File: config.mk
export PLATFORM = sky130hd
export DESIGN_NAME = uart_rx_frame_ctrl_flat
export DESIGN_NICKNAME = d
export VERILOG_FILES = /design/src/rtl/uart_rx_frame_ctrl_pkg.sv /design/src/rtl/uart_rx_frame_ctrl_if.sv /design/src/rtl/uart_rx_frame_ctrl_buf.sv /design/src/rtl/uart_rx_frame_ctrl.sv /design/src/flat_wrapper.sv
export SDC_FILE = /design/constraint.sdc
export NUM_CORES = 1
export LEC_CHECK = 0
export CORE_MARGIN = 8
export CORE_UTILIZATION = 40
export DETAILED_ROUTE_END_ITERATION = 8
export SYNTH_ARGS = -nofsm -noshare
export SYNTH_HDL_FRONTEND = slang
export SYNTH_SLANG_ARGS = --single-unit
File: constraint.sdc
create_clock -name clk -period 2.8 [get_ports clk]
set_input_delay 0.42 -clock clk [delete_from_list [all_inputs] [get_ports clk]]
set_output_delay 0.42 -clock clk [all_outputs]
set_load 0.03 [all_outputs]
File: src/rtl/uart_rx_frame_ctrl_pkg.sv
// -----------------------------------------------------------------------------
// uart_rx_frame_ctrl_pkg
// Shared definitions for the UART frame controller: FSM state encoding,
// error code values, the default sync byte and the checksum helper.
// No ports (package).
// -----------------------------------------------------------------------------
package uart_rx_frame_ctrl_pkg;

    typedef enum logic [2:0] {
        ST_IDLE    = 3'd0,
        ST_LEN     = 3'd1,
        ST_PAYLOAD = 3'd2,
        ST_CSUM    = 3'd3,
        ST_DONE    = 3'd4
    } state_t;

    localparam logic [1:0] ERR_NONE    = 2'd0;
    localparam logic [1:0] ERR_LEN     = 2'd1;
    localparam logic [1:0] ERR_CSUM    = 2'd2;
    localparam logic [1:0] ERR_TIMEOUT = 2'd3;

    localparam logic [7:0] DEFAULT_SYNC_BYTE = 8'hA5;

    // 8-bit additive checksum step, wraps mod 256
    function automatic logic [7:0] sum8(input logic [7:0] a, input logic [7:0] b);
        return 8'(a + b);
    endfunction

endpackage

File: src/rtl/uart_rx_frame_ctrl_if.sv
// -----------------------------------------------------------------------------
// uart_rx_frame_ctrl_if
// Bundles the receiver byte strobe, the host frame handshake, the buffer read
// port and the status pulses of the frame controller.
//   master : host / receiver side (drives strobes, ack, read address)
//   slave  : the frame controller
// Parameter AW: buffer read address width.
// -----------------------------------------------------------------------------
interface uart_rx_frame_ctrl_if #(
    parameter int AW = 4
);
    logic          i_rx_dv;
    logic [7:0]    i_rx_byte;
    logic          o_frame_valid;
    logic [7:0]    o_frame_len;
    logic          i_frame_ack;
    logic [AW-1:0] i_rd_addr;
    logic [7:0]    o_rd_data;
    logic          o_err;
    logic [1:0]    o_err_code;
    logic          o_overrun;

    modport master (
        output i_rx_dv, i_rx_byte, i_frame_ack, i_rd_addr,
        input  o_frame_valid, o_frame_len, o_rd_data, o_err, o_err_code, o_overrun
    );

    modport slave (
        input  i_rx_dv, i_rx_byte, i_frame_ack, i_rd_addr,
        output o_frame_valid, o_frame_len, o_rd_data, o_err, o_err_code, o_overrun
    );
endinterface

File: src/rtl/uart_rx_frame_ctrl_buf.sv
// -----------------------------------------------------------------------------
// uart_rx_frame_ctrl_buf
// DEPTH x 8 payload register file: one synchronous write port, one registered
// read port. Storage is not reset; only the read register clears on rst.
// Ports: clk, rst, we/waddr/wdata (write), raddr/rdata (read, 1-cycle latency).
// -----------------------------------------------------------------------------
module uart_rx_frame_ctrl_buf #(
    parameter int DEPTH = 16,
    parameter int AW    = 4
) (
    input  logic          clk,
    input  logic          rst,
    input  logic          we,
    input  logic [AW-1:0] waddr,
    input  logic [7:0]    wdata,
    input  logic [AW-1:0] raddr,
    output logic [7:0]    rdata
);
    logic [7:0] mem_r [DEPTH];

    // Payload storage write port
    always_ff @(posedge clk) begin
        if (we) begin
            mem_r[waddr] <= wdata;
        end
    end

    // Registered read port; addresses beyond the array read as zero
    always_ff @(posedge clk) begin
        if (rst) begin
            rdata <= 8'h00;
        end else if (32'(raddr) < 32'(DEPTH)) begin
            rdata <= mem_r[raddr];
        end else begin
            rdata <= 8'h00;
        end
    end
endmodule

File: src/rtl/uart_rx_frame_ctrl.sv
// -----------------------------------------------------------------------------
// uart_rx_frame_ctrl
// Frame controller behind the UART receiver: hunts for SYNC_BYTE, takes a
// length byte, collects the payload into a local buffer, verifies an 8-bit
// additive checksum (seeded with the length) and enforces an inter-byte
// timeout. A verified frame is held for the host (valid/ack + read port);
// bad frames pulse o_err with a held error code; bytes arriving while a frame
// is held are dropped and pulse o_overrun.
// Ports: clk, rst (sync, active high), bus (uart_rx_frame_ctrl_if.slave).
// -----------------------------------------------------------------------------
module uart_rx_frame_ctrl
    import uart_rx_frame_ctrl_pkg::*;
#(
    parameter logic [7:0] SYNC_BYTE    = DEFAULT_SYNC_BYTE,
    parameter int         MAX_LEN      = 16,
    parameter int         TIMEOUT_CLKS = 3480,
    parameter int         AW           = $clog2(MAX_LEN)
) (
    input logic                 clk,
    input logic                 rst,
    uart_rx_frame_ctrl_if.slave bus
);
    localparam int IW = AW + 1;
    localparam int TW = $clog2(TIMEOUT_CLKS + 1);
    localparam logic [TW-1:0] TMR_LAST = TW'(TIMEOUT_CLKS - 1);
    localparam logic [TW-1:0] TMR_MAX  = TW'(TIMEOUT_CLKS);

    state_t        state_r, state_s;
    logic [TW-1:0] timer_r, timer_s, timer_inc_s;
    logic [IW-1:0] idx_r, idx_s;
    logic [7:0]    len_r, len_s;
    logic [7:0]    sum_r, sum_s;
    logic          frame_valid_r, frame_valid_s;
    logic [7:0]    frame_len_r, frame_len_s;
    logic          err_r, err_s;
    logic [1:0]    err_code_r, err_code_s;
    logic          overrun_r, overrun_s;
    logic          buf_we_s;
    logic [7:0]    rd_data_s;

    logic in_frame_s, timeout_s, len_bad_s, last_payload_s, is_sync_s;

    assign in_frame_s     = (state_r == ST_LEN) || (state_r == ST_PAYLOAD) || (state_r == ST_CSUM);
    // Expiry is judged on the edge that would take the timer to TIMEOUT_CLKS;
    // a strobe on that same edge takes priority.
    assign timeout_s      = in_frame_s && !bus.i_rx_dv && (timer_r == TMR_LAST);
    assign len_bad_s      = (bus.i_rx_byte == 8'h00) || (32'(bus.i_rx_byte) > 32'(MAX_LEN));
    assign last_payload_s = (32'(idx_r) + 32'd1) == 32'(len_r);
    assign is_sync_s      = bus.i_rx_dv && (bus.i_rx_byte == SYNC_BYTE);
    assign timer_inc_s    = (timer_r == TMR_MAX) ? timer_r : timer_r + TW'(1'b1);

    // FSM state register
    always_ff @(posedge clk) begin
        if (rst) begin
            state_r <= ST_IDLE;
        end else begin
            state_r <= state_s;
        end
    end

    // FSM next-state logic
    always_comb begin
        state_s = state_r;
        case (state_r)
            ST_IDLE: begin
                if (is_sync_s) state_s = ST_LEN;
                else           state_s = ST_IDLE;
            end
            ST_LEN: begin
                if (bus.i_rx_dv)    state_s = len_bad_s ? ST_IDLE : ST_PAYLOAD;
                else if (timeout_s) state_s = ST_IDLE;
                else                state_s = ST_LEN;
            end
            ST_PAYLOAD: begin
                if (bus.i_rx_dv)    state_s = last_payload_s ? ST_CSUM : ST_PAYLOAD;
                else if (timeout_s) state_s = ST_IDLE;
                else                state_s = ST_PAYLOAD;
            end
            ST_CSUM: begin
                if (bus.i_rx_dv)    state_s = (bus.i_rx_byte == sum_r) ? ST_DONE : ST_IDLE;
                else if (timeout_s) state_s = ST_IDLE;
                else                state_s = ST_CSUM;
            end
            ST_DONE: begin
                // The byte arriving with ack is dropped, never examined for sync
                if (bus.i_frame_ack) state_s = ST_IDLE;
                else                 state_s = ST_DONE;
            end
            default: state_s = ST_IDLE;
        endcase
    end

    // FSM output logic: next values of the registered status outputs and buffer write
    always_comb begin
        err_s         = 1'b0;
        err_code_s    = err_code_r;
        overrun_s     = 1'b0;
        frame_valid_s = frame_valid_r;
        frame_len_s   = frame_len_r;
        buf_we_s      = 1'b0;
        case (state_r)
            ST_IDLE: begin
                err_s = 1'b0;
            end
            ST_LEN: begin
                if (timeout_s) begin
                    err_s      = 1'b1;
                    err_code_s = ERR_TIMEOUT;
                end else if (bus.i_rx_dv && len_bad_s) begin
                    err_s      = 1'b1;
                    err_code_s = ERR_LEN;
                end else begin
                    err_s = 1'b0;
                end
            end
            ST_PAYLOAD: begin
                if (timeout_s) begin
                    err_s      = 1'b1;
                    err_code_s = ERR_TIMEOUT;
                end else if (bus.i_rx_dv) begin
                    buf_we_s = 1'b1;
                end else begin
                    buf_we_s = 1'b0;
                end
            end
            ST_CSUM: begin
                if (timeout_s) begin
                    err_s      = 1'b1;
                    err_code_s = ERR_TIMEOUT;
                end else if (bus.i_rx_dv && (bus.i_rx_byte != sum_r)) begin
                    err_s      = 1'b1;
                    err_code_s = ERR_CSUM;
                end else if (bus.i_rx_dv) begin
                    frame_valid_s = 1'b1;
                    frame_len_s   = len_r;
                end else begin
                    err_s = 1'b0;
                end
            end
            ST_DONE: begin
                overrun_s = bus.i_rx_dv;
                if (bus.i_frame_ack) frame_valid_s = 1'b0;
                else                 frame_valid_s = frame_valid_r;
            end
            default: begin
                frame_valid_s = 1'b0;
            end
        endcase
    end

    // Datapath next values: inter-byte timer, payload index, length and running sum
    always_comb begin
        timer_s = timer_r;
        idx_s   = idx_r;
        len_s   = len_r;
        sum_s   = sum_r;
        case (state_r)
            ST_IDLE: begin
                // Timer is held at zero so it starts cleared on entry to LEN
                timer_s = {TW{1'b0}};
                if (is_sync_s) begin
                    idx_s = {IW{1'b0}};
                    sum_s = 8'h00;
                end else begin
                    idx_s = idx_r;
                end
            end
            ST_LEN: begin
                if (bus.i_rx_dv) begin
                    timer_s = {TW{1'b0}};
                    len_s   = bus.i_rx_byte;
                    idx_s   = {IW{1'b0}};
                    sum_s   = bus.i_rx_byte;
                end else begin
                    timer_s = timer_inc_s;
                end
            end
            ST_PAYLOAD: begin
                if (bus.i_rx_dv) begin
                    timer_s = {TW{1'b0}};
                    idx_s   = idx_r + IW'(1'b1);
                    sum_s   = sum8(sum_r, bus.i_rx_byte);
                end else begin
                    timer_s = timer_inc_s;
                end
            end
            ST_CSUM: begin
                if (bus.i_rx_dv) timer_s = {TW{1'b0}};
                else             timer_s = timer_inc_s;
            end
            ST_DONE: begin
                timer_s = {TW{1'b0}};
            end
            default: begin
                timer_s = {TW{1'b0}};
            end
        endcase
    end

    // Datapath registers
    always_ff @(posedge clk) begin
        if (rst) begin
            timer_r <= {TW{1'b0}};
            idx_r   <= {IW{1'b0}};
            len_r   <= 8'h00;
            sum_r   <= 8'h00;
        end else begin
            timer_r <= timer_s;
            idx_r   <= idx_s;
            len_r   <= len_s;
            sum_r   <= sum_s;
        end
    end

    // Registered status outputs
    always_ff @(posedge clk) begin
        if (rst) begin
            frame_valid_r <= 1'b0;
            frame_len_r   <= 8'h00;
            err_r         <= 1'b0;
            err_code_r    <= ERR_NONE;
            overrun_r     <= 1'b0;
        end else begin
            frame_valid_r <= frame_valid_s;
            frame_len_r   <= frame_len_s;
            err_r         <= err_s;
            err_code_r    <= err_code_s;
            overrun_r     <= overrun_s;
        end
    end

    uart_rx_frame_ctrl_buf #(
        .DEPTH (MAX_LEN),
        .AW    (AW)
    ) u_buf (
        .clk   (clk),
        .rst   (rst),
        .we    (buf_we_s),
        .waddr (idx_r[AW-1:0]),
        .wdata (bus.i_rx_byte),
        .raddr (bus.i_rd_addr),
        .rdata (rd_data_s)
    );

    assign bus.o_frame_valid = frame_valid_r;
    assign bus.o_frame_len   = frame_len_r;
    assign bus.o_err         = err_r;
    assign bus.o_err_code    = err_code_r;
    assign bus.o_overrun     = overrun_r;
    assign bus.o_rd_data     = rd_data_s;
endmodule
File: src/flat_wrapper.sv
// flat-port wrapper written by rule: the top's interface ports become plain ports
module uart_rx_frame_ctrl_flat import uart_rx_frame_ctrl_pkg::*;
#(
    parameter logic [7:0] SYNC_BYTE    = DEFAULT_SYNC_BYTE,
    parameter int         MAX_LEN      = 16,
    parameter int         TIMEOUT_CLKS = 3480,
    parameter int         AW           = $clog2(MAX_LEN)
)
  (clk, rst, bus_i_rx_dv, bus_i_rx_byte, bus_i_frame_ack, bus_i_rd_addr, bus_o_frame_valid, bus_o_frame_len, bus_o_rd_data, bus_o_err, bus_o_err_code, bus_o_overrun);
  uart_rx_frame_ctrl_if #(.AW(AW)) bus_i ();
  input logic clk;
  input logic rst;
  input wire logic [$bits(bus_i.i_rx_dv)-1:0] bus_i_rx_dv;
  input wire logic [$bits(bus_i.i_rx_byte)-1:0] bus_i_rx_byte;
  input wire logic [$bits(bus_i.i_frame_ack)-1:0] bus_i_frame_ack;
  input wire logic [$bits(bus_i.i_rd_addr)-1:0] bus_i_rd_addr;
  output wire logic [$bits(bus_i.o_frame_valid)-1:0] bus_o_frame_valid;
  output wire logic [$bits(bus_i.o_frame_len)-1:0] bus_o_frame_len;
  output wire logic [$bits(bus_i.o_rd_data)-1:0] bus_o_rd_data;
  output wire logic [$bits(bus_i.o_err)-1:0] bus_o_err;
  output wire logic [$bits(bus_i.o_err_code)-1:0] bus_o_err_code;
  output wire logic [$bits(bus_i.o_overrun)-1:0] bus_o_overrun;
  assign bus_i.i_rx_dv = bus_i_rx_dv;
  assign bus_i.i_rx_byte = bus_i_rx_byte;
  assign bus_i.i_frame_ack = bus_i_frame_ack;
  assign bus_i.i_rd_addr = bus_i_rd_addr;
  assign bus_o_frame_valid = bus_i.o_frame_valid;
  assign bus_o_frame_len = bus_i.o_frame_len;
  assign bus_o_rd_data = bus_i.o_rd_data;
  assign bus_o_err = bus_i.o_err;
  assign bus_o_err_code = bus_i.o_err_code;
  assign bus_o_overrun = bus_i.o_overrun;
  uart_rx_frame_ctrl #(.SYNC_BYTE(SYNC_BYTE), .MAX_LEN(MAX_LEN), .TIMEOUT_CLKS(TIMEOUT_CLKS), .AW(AW)) u_core (.clk(clk), .rst(rst), .bus(bus_i));
endmodule
### Word-level counts from Yosys, hierarchy flattened

Memories as Yosys holds them, arrays and structs flattened. A register that Yosys moved wholly into a read port is not among the register bits.
Cells that the tools add are included.

| cells by class | value |
|---|---|
| add/subtract/negate cells | 4 |
| magnitude comparators | 1 |
| equal/unequal tests | 20 |
| muxes and demuxes | 42 |
| bitwise logic cells | 5 |
| reductions and logical operators | 22 |

Operators by type and width:

| kind | count |
|---|---|
| 32-bit by 8-bit == test with 1-bit output | 1 |
| 12-bit == test (second input constant) | 2 |
| 8-bit 2-to-1 mux | 3 |
| 8-bit one-hot mux with 3 select lines | 1 |
| 1-bit 2-to-1 mux | 17 |
| 2-bit 2-to-1 mux | 8 |
| 3-bit 2-to-1 mux | 5 |
| 5-bit 2-to-1 mux | 3 |
| 3-bit one-hot mux with 5 select lines | 1 |
| 5-bit one-hot mux with 3 select lines | 1 |
| 12-bit by 1-bit adder with 12-bit output (second input constant) | 1 |
| 2-bit inequality test (second input constant) | 6 |
| 4-bit AND reduction | 3 |
| 3-bit OR reduction | 3 |
| 8-bit adder | 1 |
| 8-bit == test | 1 |
| 8-bit == test (second input constant) | 1 |
| 8-bit by 5-bit > comparator with 1-bit output (second input constant) | 1 |
| 8-bit logical NOT | 1 |
| 8-bit inequality test | 1 |
| 5-bit by 1-bit adder with 6-bit output (second input constant) | 1 |
| 3-bit by 2-bit == test with 1-bit output (second input constant) | 2 |
| 3-bit by 2-bit inequality test with 1-bit output (second input constant) | 2 |
| 1-bit one-hot mux with 3 select lines | 2 |
| 14 further kinds | 26 |

| word-level totals | value |
|---|---|
| register bits after elaboration | 49 |
| memory bits (writable) | 128 |
| word-level logic and storage cells | 105 |
| memories | 1 |

Memory list:

| memory | words | bits a word | rd ports | clocked after Yosys merged registers in | write ports | line | RTL |
|---|---|---|---|---|---|---|---|
| u_core.u_buf.mem_r | 16 | 8 | 1 | 1 | 1 | uart_rx_frame_ctrl_buf.sv:19 | `logic [7:0] mem_r [DEPTH];` |

### Depth between registers and ports, before layout

| depth | value |
|---|---|
| depth in word-level cells | 9 |
| depth in mapped cells | 7 |
| gate-level depth less buffers | 7 |

### By module

Synthesis repeated with hierarchy kept, for this count alone.

| unflattened totals | value |
|---|---|
| cell total of the unflattened synthesis | 549 |
| area, all modules | 7850.0 sq um |

By module, submodules not included:

| module | instances | cells each | area an instance (sq um) |
|---|---|---|---|
| uart_rx_frame_ctrl_buf | 1 | 241 | 5237.5 |
| uart_rx_frame_ctrl | 1 | 308 | 2612.5 |

### Worst setup path after synthesis

OpenSTA, ideal clock, no wires.

| timing path | value |
|---|---|
| path type | input port to flip-flop |
| start | input port bus_i_rx_byte[0] |
| end | register u_core.sum_r[6] |
| arrival time | 2.142 ns |
| data required time | 2.714 ns |
| path slack | 0.573 ns |
| cell stages on the path | 7 |
| path buffers | 0 |
| cell sequence | ha_1 fa_1 a21o_1 a31oi_1 or4b_1 o41a_1 a211oi_1 |

| between the ends | value |
|---|---|
| longest elaborated chain between the ends | 4 |

RTL lines:

| item | line | RTL |
|---|---|---|
| from (decl) | flat_wrapper.sv:14 | `input wire logic [$bits(bus_i.i_rx_byte)-1:0] bus_i_rx_byte;` |
| branches (longest 4 deep; another with 8-bit adder) | n/a |  |
| to (signal assigned) | uart_rx_frame_ctrl.sv:211 | `sum_r <= sum_s;` |
| to (decl) | uart_rx_frame_ctrl.sv:32 | `logic [7:0] sum_r, sum_s;` |

Several ways; the timed one is not identified. The select of a mux whose other input is x is not followed.
A chain may end at the register's enable or synchronous reset.

### Worst setup path after layout

Ends and elaborated chain as after synthesis.

==> results.md <==
* Number of nets still failing antenna checks after routing at 0
* Via density at approximately 5.3
* HPWL Detailed at ~11 mm
* Pin count of the biggest net entering global routing at 38
* Switching power at 1.18 mW
* Least-Margin Pin Slew at approximately 0.62 ns
* #FFs+latches synth at ~190
* Area fraction of the dominant cell type after synthesis at 49.7%
* Reg-to-reg setup timing slack at about 0.54 ns
* Post-synthesis async set-or-reset flop share at 0%
* Start-to-end type of the worst setup path: primary input to flop
* Residual overflow from global routing at 0
* Die outline width at roughly 150 um
* Hold Violations, Final at 0
* Switching part of the total power at a little over a fifth
* Final setup viols at 0
* Commonest register cell after synthesis: sky130_fd_sc_hd__edfxtp_1
* Distinct cells, synth at 49
* Max-cap check violation count at 0
* Most common library cell in the layout ignoring fill and taps: sky130_fd_sc_hd__edfxtp_1
* Mean instance size in the synthesized netlist at approximately 14 um2
* Via count of the first global-routing pass at about 4800
* Worst hold slack across all endpoints at approximately 0.34 ns
* Number of cells produced by synthesis at ~540
* I/O pin total at 37
* Placeable Area at between 0.015 and 0.02 mm2
* Kind of end point of the critical path: flop
* Clock Skews at slightly below 0.006 ns
* H-tree levels at 4
* Internal at between 4 and 5 mW
* Count of flip-flops with a built-in enable after synthesis at approximately 130
* Clock input transition at the sequential cells of the worst setup and hold paths at 0.07 ns
* Worst min path class: primary input to flop
* Area grow syn2layout at 18.8%
* Minimum period implied by the final worst setup slack at about 2.4 ns
* Biggest area contributors in the synthesized netlist: sky130_fd_sc_hd__edfxtp_1, sky130_fd_sc_hd__dfxtp_1, sky130_fd_sc_hd__mux4_2
* Sort of element at the start of the critical path: primary input
* Top cell type by total area after synthesis: sky130_fd_sc_hd__edfxtp_1
* Gpl congestion at 0.907
* Clock network fraction of total power at 42.5%
* WL final at around 17 mm
* Synth Warn # at 0
* Initial cell density of the core at 40.2%
* Postcts setup bufs at 0
* Post-synthesis instance area at 0.00773 mm2
* Clock tree from TritonCTS: done
* Net count after synthesis at around 570
* Routed via count at 4690
* CTS Buffer Depth at 2
* Number of DRC markers in iteration 0 at 323
* Clock tree sinks at roughly 190
* CTS Hold Bufs at 0
* Count of fill cells added during filler insertion at 1638
* Max Clock Freq at about 420 MHz
* Number of buffers added on ports at 36
* Post-route non-filler standard cell count at just under 900
* Pwr Density at ~610 mW/mm2
* Leakage power figure at about 3.1 nW
* CP Max Fanout at 3
* Ratio of cells with drive above 1 in the final layout at between 10% and 20%
* Unrepaired setup endpoints after global routing: false
* Total number of nets in the final design at 630
* Cells resized by post-CTS repair at 0
* Most used cells in the layout excluding fill and tap cells: sky130_fd_sc_hd__edfxtp_1, sky130_fd_sc_hd__nor2_1, sky130_fd_sc_hd__dfxtp_1, sky130_fd_sc_hd__mux4_2
* DR WL/cell at about 19 um
* Endpoint required time on the critical path at around 3.2 ns
* First-pass GRT wire length at between 20 and 30 mm
* Number of buffers inserted during clock tree synthesis at 17
* Router iterations before antenna repair at 5
* Clock root buffer: sky130_fd_sc_hd__clkbuf_16
* Placed instance count at 846
* Antenna violations before repair at 0
* Rows at slightly above 50
* Arrival time of data at the critical path endpoint at roughly 2.8 ns
* Diode count at 0
* All-layer global routing usage at 14.6%
* Die area at ~0.024 mm2
* Combinational fraction of design power at 4.9%
* Remaining DRCs at 0
* Sequential fraction of the synthesis area at between 60% and 70%
* Clock latency on the worst-skew pair at ~0.43 ns
* Reg power frac at between 50% and 60%
* Peak supply drop at 398 uV
* Tightest slew margin relative to the limit at 58.9%
* Status: complete, no violations
* Die Y-Extent at 155 um
* Max Slew Vio Count at 0
* Final Cycle Share at around 86%
[layer usage]
| metal | GRT usage (%) | up-vias | share of wire, % |
|---|---|---|---|
| li1 | - | 2177 | - |
| met1 | 18.4 | 2352 | 42 |
| met2 | 23.6 | 139 | 50 |
| met3 | 4.60 | 22 | 5.9 |
| met4 | 4.43 | 0 | 1.6 |
| met5 | 0 | - | 0 |
[cells in the mapped netlist (7+ instances only)]
cell type,count
sky130_fd_sc_hd__o21ai_0,7
sky130_fd_sc_hd__nor3_1,13
sky130_fd_sc_hd__xnor2_1,8
sky130_fd_sc_hd__nor2_1,57
sky130_fd_sc_hd__a211oi_1,8
sky130_fd_sc_hd__xor2_1,10
sky130_fd_sc_hd__nor2b_1,11
sky130_fd_sc_hd__inv_1,10
sky130_fd_sc_hd__nand2_1,35
sky130_fd_sc_hd__mux2i_1,11
sky130_fd_sc_hd__edfxtp_1,128
sky130_fd_sc_hd__mux4_2,40
sky130_fd_sc_hd__ha_1,13
sky130_fd_sc_hd__buf_2,7
sky130_fd_sc_hd__dfxtp_1,57
sky130_fd_sc_hd__a21oi_1,19
sky130_fd_sc_hd__clkbuf_1,17
sky130_fd_sc_hd__nand3_1,11
[power groups by stage]
| stage | registers, mW | logic (mW) | clock network (mW) |
|---|---|---|---|
| 3_3_place_gp | 2.99 | 0.276 | 0 |
| 5_1_grt | 2.93 | 0.294 | 2.52 |
| 3_5_place_dp | 2.99 | 0.278 | 0 |
| 2_1_floorplan | 3.01 | 0.124 | 0 |
| 6_report | 2.93 | 0.275 | 2.37 |
| 4_1_cts | 2.93 | 0.280 | 2.42 |
[area by class of cell]
cell class	instances	area, um2	share of cell area (%)
sequential	185	4980	54.3
multi-input combinational	313	2590	28.2
timing repair buffer	73	653	7.12
clock buffer	19	443	4.83
tap	265	332	3.61
clock inverter	13	139	1.51
inverter	10	37.5	0.409
[final timing paths]
path	start	end	depth (start not counted)
max	bus_i_rx_byte[0]	u_core.sum_r[6]	8
min	rst	u_core.u_buf.rdata[4]	2
max reg2reg	u_core.sum_r[0]	u_core.sum_r[6]	7
min reg2reg	u_core.bus.o_frame_valid	u_core.bus.o_frame_valid	2
[through the flow]
stage	util, %	setup slack (ns)	instance area, um2	total power, mW	setup TNS [ns]
floorplan	-	0.573	7730	3.13	0
global placement	44.8	0.0728	8600	3.26	0
detailed placement	44.8	-0.000585	8600	3.27	-0.000585
CTS	47.8	0.453	9180	5.63	0
global route	47.8	0.284	9180	5.75	0
finish	47.8	0.398	9180	5.57	0
[critical path: stages]
cell                              delay, ns
sky130_fd_sc_hd__clkdlybuf4s50_1       0.43
sky130_fd_sc_hd__ha_1                  0.25
sky130_fd_sc_hd__fa_1                  0.41
sky130_fd_sc_hd__a21o_1                0.20
sky130_fd_sc_hd__a31oi_1               0.24
sky130_fd_sc_hd__or4b_1                0.47
sky130_fd_sc_hd__o41a_1                0.13
sky130_fd_sc_hd__a211oi_1              0.20
[state kept, by name (all words and copies together) (netlist names)]
signal	cells
u_core.u_buf.mem_r	128
u_core.timer_r	12
u_core.bus.o_frame_len	8
u_core.len_r	8
u_core.sum_r	8
u_core.u_buf.rdata	8
u_core.idx_r	5
u_core.state_r	3
u_core.bus.o_err_code	2
u_core.bus.o_err	1
u_core.bus.o_frame_valid	1
u_core.bus.o_overrun	1
[kinds of logic (layout without fill, tap and decap cells)]
| group | Yosys count | in the layout | share of synthesized area [%] |
|---|---|---|---|
| flops | 185 | 185 | 64.5 |
| simple gates | 170 | 170 | 10.8 |
| compound gates | 60 | 60 | 5.25 |
| mux | 51 | 51 | 13.1 |
| buf+inv | 37 | 115 | 1.96 |
| xor+xnor | 18 | 18 | 2.04 |
| fa+ha+maj | 14 | 14 | 2.36 |
No activity file was read; power rests on OpenSTA's default activity.
==> RTL change 1: new RTL, config.mk and constraints unchanged <==
The 5 states of `state_t` get a one-hot encoding in 5 bits.
--- a/src/rtl/uart_rx_frame_ctrl_pkg.sv
+++ b/src/rtl/uart_rx_frame_ctrl_pkg.sv
@@ -8,8 +8,8 @@
 
-    typedef enum logic [2:0] {
-        ST_IDLE    = 3'd0,
-        ST_LEN     = 3'd1,
-        ST_PAYLOAD = 3'd2,
-        ST_CSUM    = 3'd3,
-        ST_DONE    = 3'd4
+    typedef enum logic [4:0] {
+        ST_IDLE    = 5'b00001,
+        ST_LEN     = 5'b00010,
+        ST_PAYLOAD = 5'b00100,
+        ST_CSUM    = 5'b01000,
+        ST_DONE    = 5'b10000
     } state_t;
Behaviour: same outputs for any inputs over 4 cycles, from zero or initial values and one cycle with rst high; so few cycles prove little.
==> RTL change 1 against the unedited design <==
  * Wire length is 7.4% higher
  * Sequential cell count up 2
  * Design area grew 5.0%
  * Clock power is 5% higher
  * Worst setup slack better by 34 ps
  * Die area is 5.0% higher
  * Synthesized area up 5.6%
  * Power grew 2.7%
  * Largest power group unchanged
==> RTL change 1: results (changes against the unedited design) <==
metric	value	unit	change
fin_hold_ws	264	ps	was 341 ps
gp_congestion	0.833		was 0.907
worstReg2RegEnd	u_core.bus.o_err$_SDFF_PP0_		was u_core.sum_r[6]$_SDFFE_PP0P_
grt_max_degree	39		was 38
drive_gt1_share	19.9	%	was 18.4%
cp_max_fo	2		was 3
yosys-top-cells-area	edfxtp_1, dfxtp_1, mux4_2, nor2_1, mux4_1		was edfxtp_1, dfxtp_1, mux4_2, nor2_1, ha_1
r2r.worst_path.cells	6		was 7
fin_nets	660		was 630
place_hpwl	12400	um	was 11200 um
min_to	u_core.bus.o_err_code[0]$_SDFFE_PP0P_		was u_core.u_buf.rdata[4]$_SDFF_PP0_
grtUsageTotal	14.7	%	was 14.6%
leakage	0.00330	uW	was 0.00308 uW
status	complete, no violations		unchanged
ys_seq_area_share	61.6	%	was 64.5%
routed_wl	18100	um	was 16800 um
synth.distinct_cells	71		was 49
rrSetupSlack	580	ps	was 540 ps
htreeDepth	4		unchanged
grtUsageMet3	2.74	%	was 4.60%
grt_use_met2	23.7	%	was 23.6%
worst-slew-pin-transition	453	ps	was 615 ps
met1_usage	19.8	%	was 18.4%
instances_no_fill	913		was 878
clockBufferDepth	2		unchanged
synth.net_count	588		was 565
place_area	9010	sq um	was 8600 sq um
critPathArrivalTime	2680	ps	was 2750 ps
ir_worst_vdd	430	uV	was 398 uV
dr.first_iter.drc_count	321		was 323
synth_commonest_cells	edfxtp_1, nor2_1, dfxtp_1, mux4_2, mux2i_1		was edfxtp_1, dfxtp_1, nor2_1, mux4_2, nand2_1
placed_cells	881		was 846
viasPerCell	5.30		was 5.34
hold_class	primary input to flop		unchanged
grt_pass1_vias	4947		was 4757
r2r-start	u_core.sum_r[1]$_SDFFE_PP0P_		was u_core.sum_r[0]$_SDFFE_PP0P_
skew	8.97	ps	was 5.91 ps
grt_pass1_wl	28800	um	was 26400 um
p_sw	1340	uW	was 1180 uW
fill_cells	1731		was 1638
drt-pass1-iter-count	6		was 5
avgSynthCellArea	14.6	sq um	was 14.4 sq um
## RTL change 1: changes by cell type after synthesis, moves of 7 or more
| cell | unedited run | this run |
|---|---|---|
| buf_6 | 0 | 7 |
| mux4_2 | 40 | 32 |
| mux4_1 | 0 | 8 |
| nor2_1 | 57 | 74 |
| clkbuf_1 | 17 | 6 |
| nand2_1 | 35 | 16 |
| mux2i_1 | 11 | 20 |
## RTL change 1: area by class of cell
class	count	area [sq um]	area share (%)
flip-flops and latches	187	5020	52.1
multi-input cells	334	2870	29.8
well taps	270	338	3.50
repair buffers	81	751	7.79
clock buffers	17	425	4.41
inverters	9	33.8	0.350
clock inverters	15	199	2.06
## RTL change 1: power groups by stage
stage	Sequential [uW]	Combinational, uW	Clock (uW)
floorplan	3040	141	0
global placement	3020	288	0
detailed placement	3020	293	0
CTS	2950	295	2520
global route	2950	309	2620
finish	2950	290	2480
## RTL change 1: critical path, stage by stage
cell	delay, ps
clkdlybuf4s50_1	500
ha_1	380
or4_4	480
o31ai_2	310
a31oi_1	120
a2bb2oi_1	150
o41a_1	310
## RTL change 1: logic make-up after synthesis
logic type | count (synthesis) | share of synthesized area [%]
AOI/OAI and AO/OA | 61 | 5.39
xor gates and xnor gates | 20 | 2.15
muxes | 61 | 14.0
DFF | 187 | 61.6
and+or+nand+nor | 178 | 11.4
buffers and inverters | 37 | 3.22
adders and majority gates | 14 | 2.24
## RTL change 1: routing by layer
layer	share of wire (%)	vias up
li1	-	2280
met1	46	2436
met2	49	111
met3	4.3	12
met4	0.85	0
met5	0	-
## RTL change 1: metrics by stage
stage	power [uW]	utilization [%]	setup WS (ps)
floorplan	3180	-	635
global placement	3310	44.8	66.1
detailed placement	3310	44.8	38.8
CTS	5770	47.9	470
global route	5890	47.9	344
finish	5720	47.9	432
==> RTL change 2: new RTL, same flow settings <==
Made on the original files. `TIMEOUT_CLKS` is set to 3480 in 2 places; all go to 6960.
--- a/src/rtl/uart_rx_frame_ctrl.sv
+++ b/src/rtl/uart_rx_frame_ctrl.sv
@@ -15,3 +15,3 @@
     parameter int         MAX_LEN      = 16,
-    parameter int         TIMEOUT_CLKS = 3480,
+    parameter int         TIMEOUT_CLKS = 6960,
     parameter int         AW           = $clog2(MAX_LEN)
--- a/src/flat_wrapper.sv
+++ b/src/flat_wrapper.sv
@@ -5,3 +5,3 @@
     parameter int         MAX_LEN      = 16,
-    parameter int         TIMEOUT_CLKS = 3480,
+    parameter int         TIMEOUT_CLKS = 6960,
     parameter int         AW           = $clog2(MAX_LEN)
Function: same outputs for any inputs over 4 cycles, from zero or initial values and one cycle with rst high; that may be too few to reach the edited logic, so the function may still have changed.
==> RTL change 2 against the unedited design <==
  * Design area up 1.2%
  * Clock skew up 2.5 ps
  * Synthesized area up 2.4%
  * Sequential cell count up 1
  * Via count down 2.3%
  * First-iteration DRC count down 2.5%
  * Final cell count down 1.9%
  * Wire length up 2.1%
  * Core utilization about the same
  * Power up 0.23%
  * Worst setup slack better by 35 ps
  * Highest routed layer unchanged
==> RTL change 2: results (changes against the unedited design) <==
metric	value	unit	change
grt_use_met2	24.8	%	was 23.6%
avgSynthCellArea	15.1	sq um	was 14.4 sq um
leakage	0.00324	uW	was 0.00308 uW
placed_cells	829		was 846
grt_max_degree	36		was 38
reg_top3	u_core.u_buf.mem_r (128), u_core.timer_r (13)		was u_core.u_buf.mem_r (128), u_core.timer_r (12)
cp_slowest_stage_delay	550	ps	was 470 ps
crit_slowest_cell	or4_4		was or4b_1
dr.first_iter.drc_count	315		was 323
synth.net_count	553		was 565
preCtsSetupSlack	-9.08	ps	was -0.585 ps
worst-slew-pin-transition	585	ps	was 615 ps
skew	8.45	ps	was 5.91 ps
critPathArrivalTime	2660	ps	was 2750 ps
final-nonclk-buf-share	6.63	%	was 7.12%
synth_edf_count	128		unchanged
multi_input_area_share	29.4	%	was 28.2%
clk_share	6.26	%	was 6.34%
synth.distinct_cells	56		was 49
ir_worst_vdd	442	uV	was 398 uV
fin_nets	613		was 630
synth_xor_area_share	2.33	%	was 2.04%
synth-compound-area-share	5.39	%	was 5.25%
crit_family	simple AND/OR/NAND/NOR gates		was compound AO/OA/AOI/OAI gates
yosys-top-cells-area	edfxtp_1, dfxtp_1, mux4_1, mux4_2, ha_1		was edfxtp_1, dfxtp_1, mux4_2, nor2_1, ha_1
gp_congestion	0.796		was 0.907
num-nonclk-buffers	68		was 73
routed_wl	17200	um	was 16800 um
met2WireLength	8540	um	was 8430 um
met1_usage	18.6	%	was 18.4%
status	complete, no violations		unchanged
place_hpwl	11700	um	was 11200 um
ys_seq_area_share	63.3	%	was 64.5%
fill_cells	1663		was 1638
viasPerCell	5.32		was 5.34
synth_commonest_cells	edfxtp_1, dfxtp_1, nor2_1, nand2_1, mux4_1		was edfxtp_1, dfxtp_1, nor2_1, mux4_2, nand2_1
instances_no_fill	861		was 878
nMultiInputCombCells	304		was 313
drive_gt1_share	13.6	%	was 18.4%
inverters_excl_clock	6		was 10
grt_pass1_wl	27000	um	was 26400 um
grtUsageTotal	14.7	%	was 14.6%
synth.area.mux_share	13.7	%	was 13.1%
final_util	47.7	%	was 47.8%
top_layer	met4		unchanged
clockBufferCount	18		was 19
cts.sinks	186		was 185
place_area	8710	sq um	was 8600 sq um
grt_pass1_vias	4769		was 4757
met1_length	7490	um	was 7110 um
grtUsageMet3	3.78	%	was 4.60%
drt-pass1-iter-count	4		was 5
synthAdderAreaFrac	2.31	%	was 2.36%
sh_seq_area	53.9	%	was 54.3%
die_w	157	um	was 155 um
## RTL change 2: changes by cell type in the layout (fill, tap and decap cells not counted), moves of 7 or more
cell	before	now
mux4_1	0	28
mux4_2	40	12
nor2_1	57	35
and2_1	2	16
a21oi_1	19	26
## RTL change 2: final timing paths
kind	startpoint	to	slack, ps	depth (start not counted)
worst max-delay path	bus_i_rx_byte[3]	u_core.bus.o_frame_len[3]$_SDFFE_PP0P_	430	8
worst min-delay path	rst	u_core.bus.o_err$_SDFF_PP0_	320	2
worst max register to register	u_core.state_r[2]$_SDFF_PP0_	u_core.u_buf.mem_r[2][4]$_DFFE_PP_	670	4
worst min register to register	u_core.len_r[7]$_SDFFE_PP0P_	u_core.len_r[7]$_SDFFE_PP0P_	500	2
## RTL change 2: power by group
part / internal [uW] / total [uW] / switching [uW]
Sequential: 2940 / 2940 / 2.60
Clock: 1340 / 2370 / 1030
Combinational: 127 / 276 / 149
Total: 4410 / 5590 / 1180
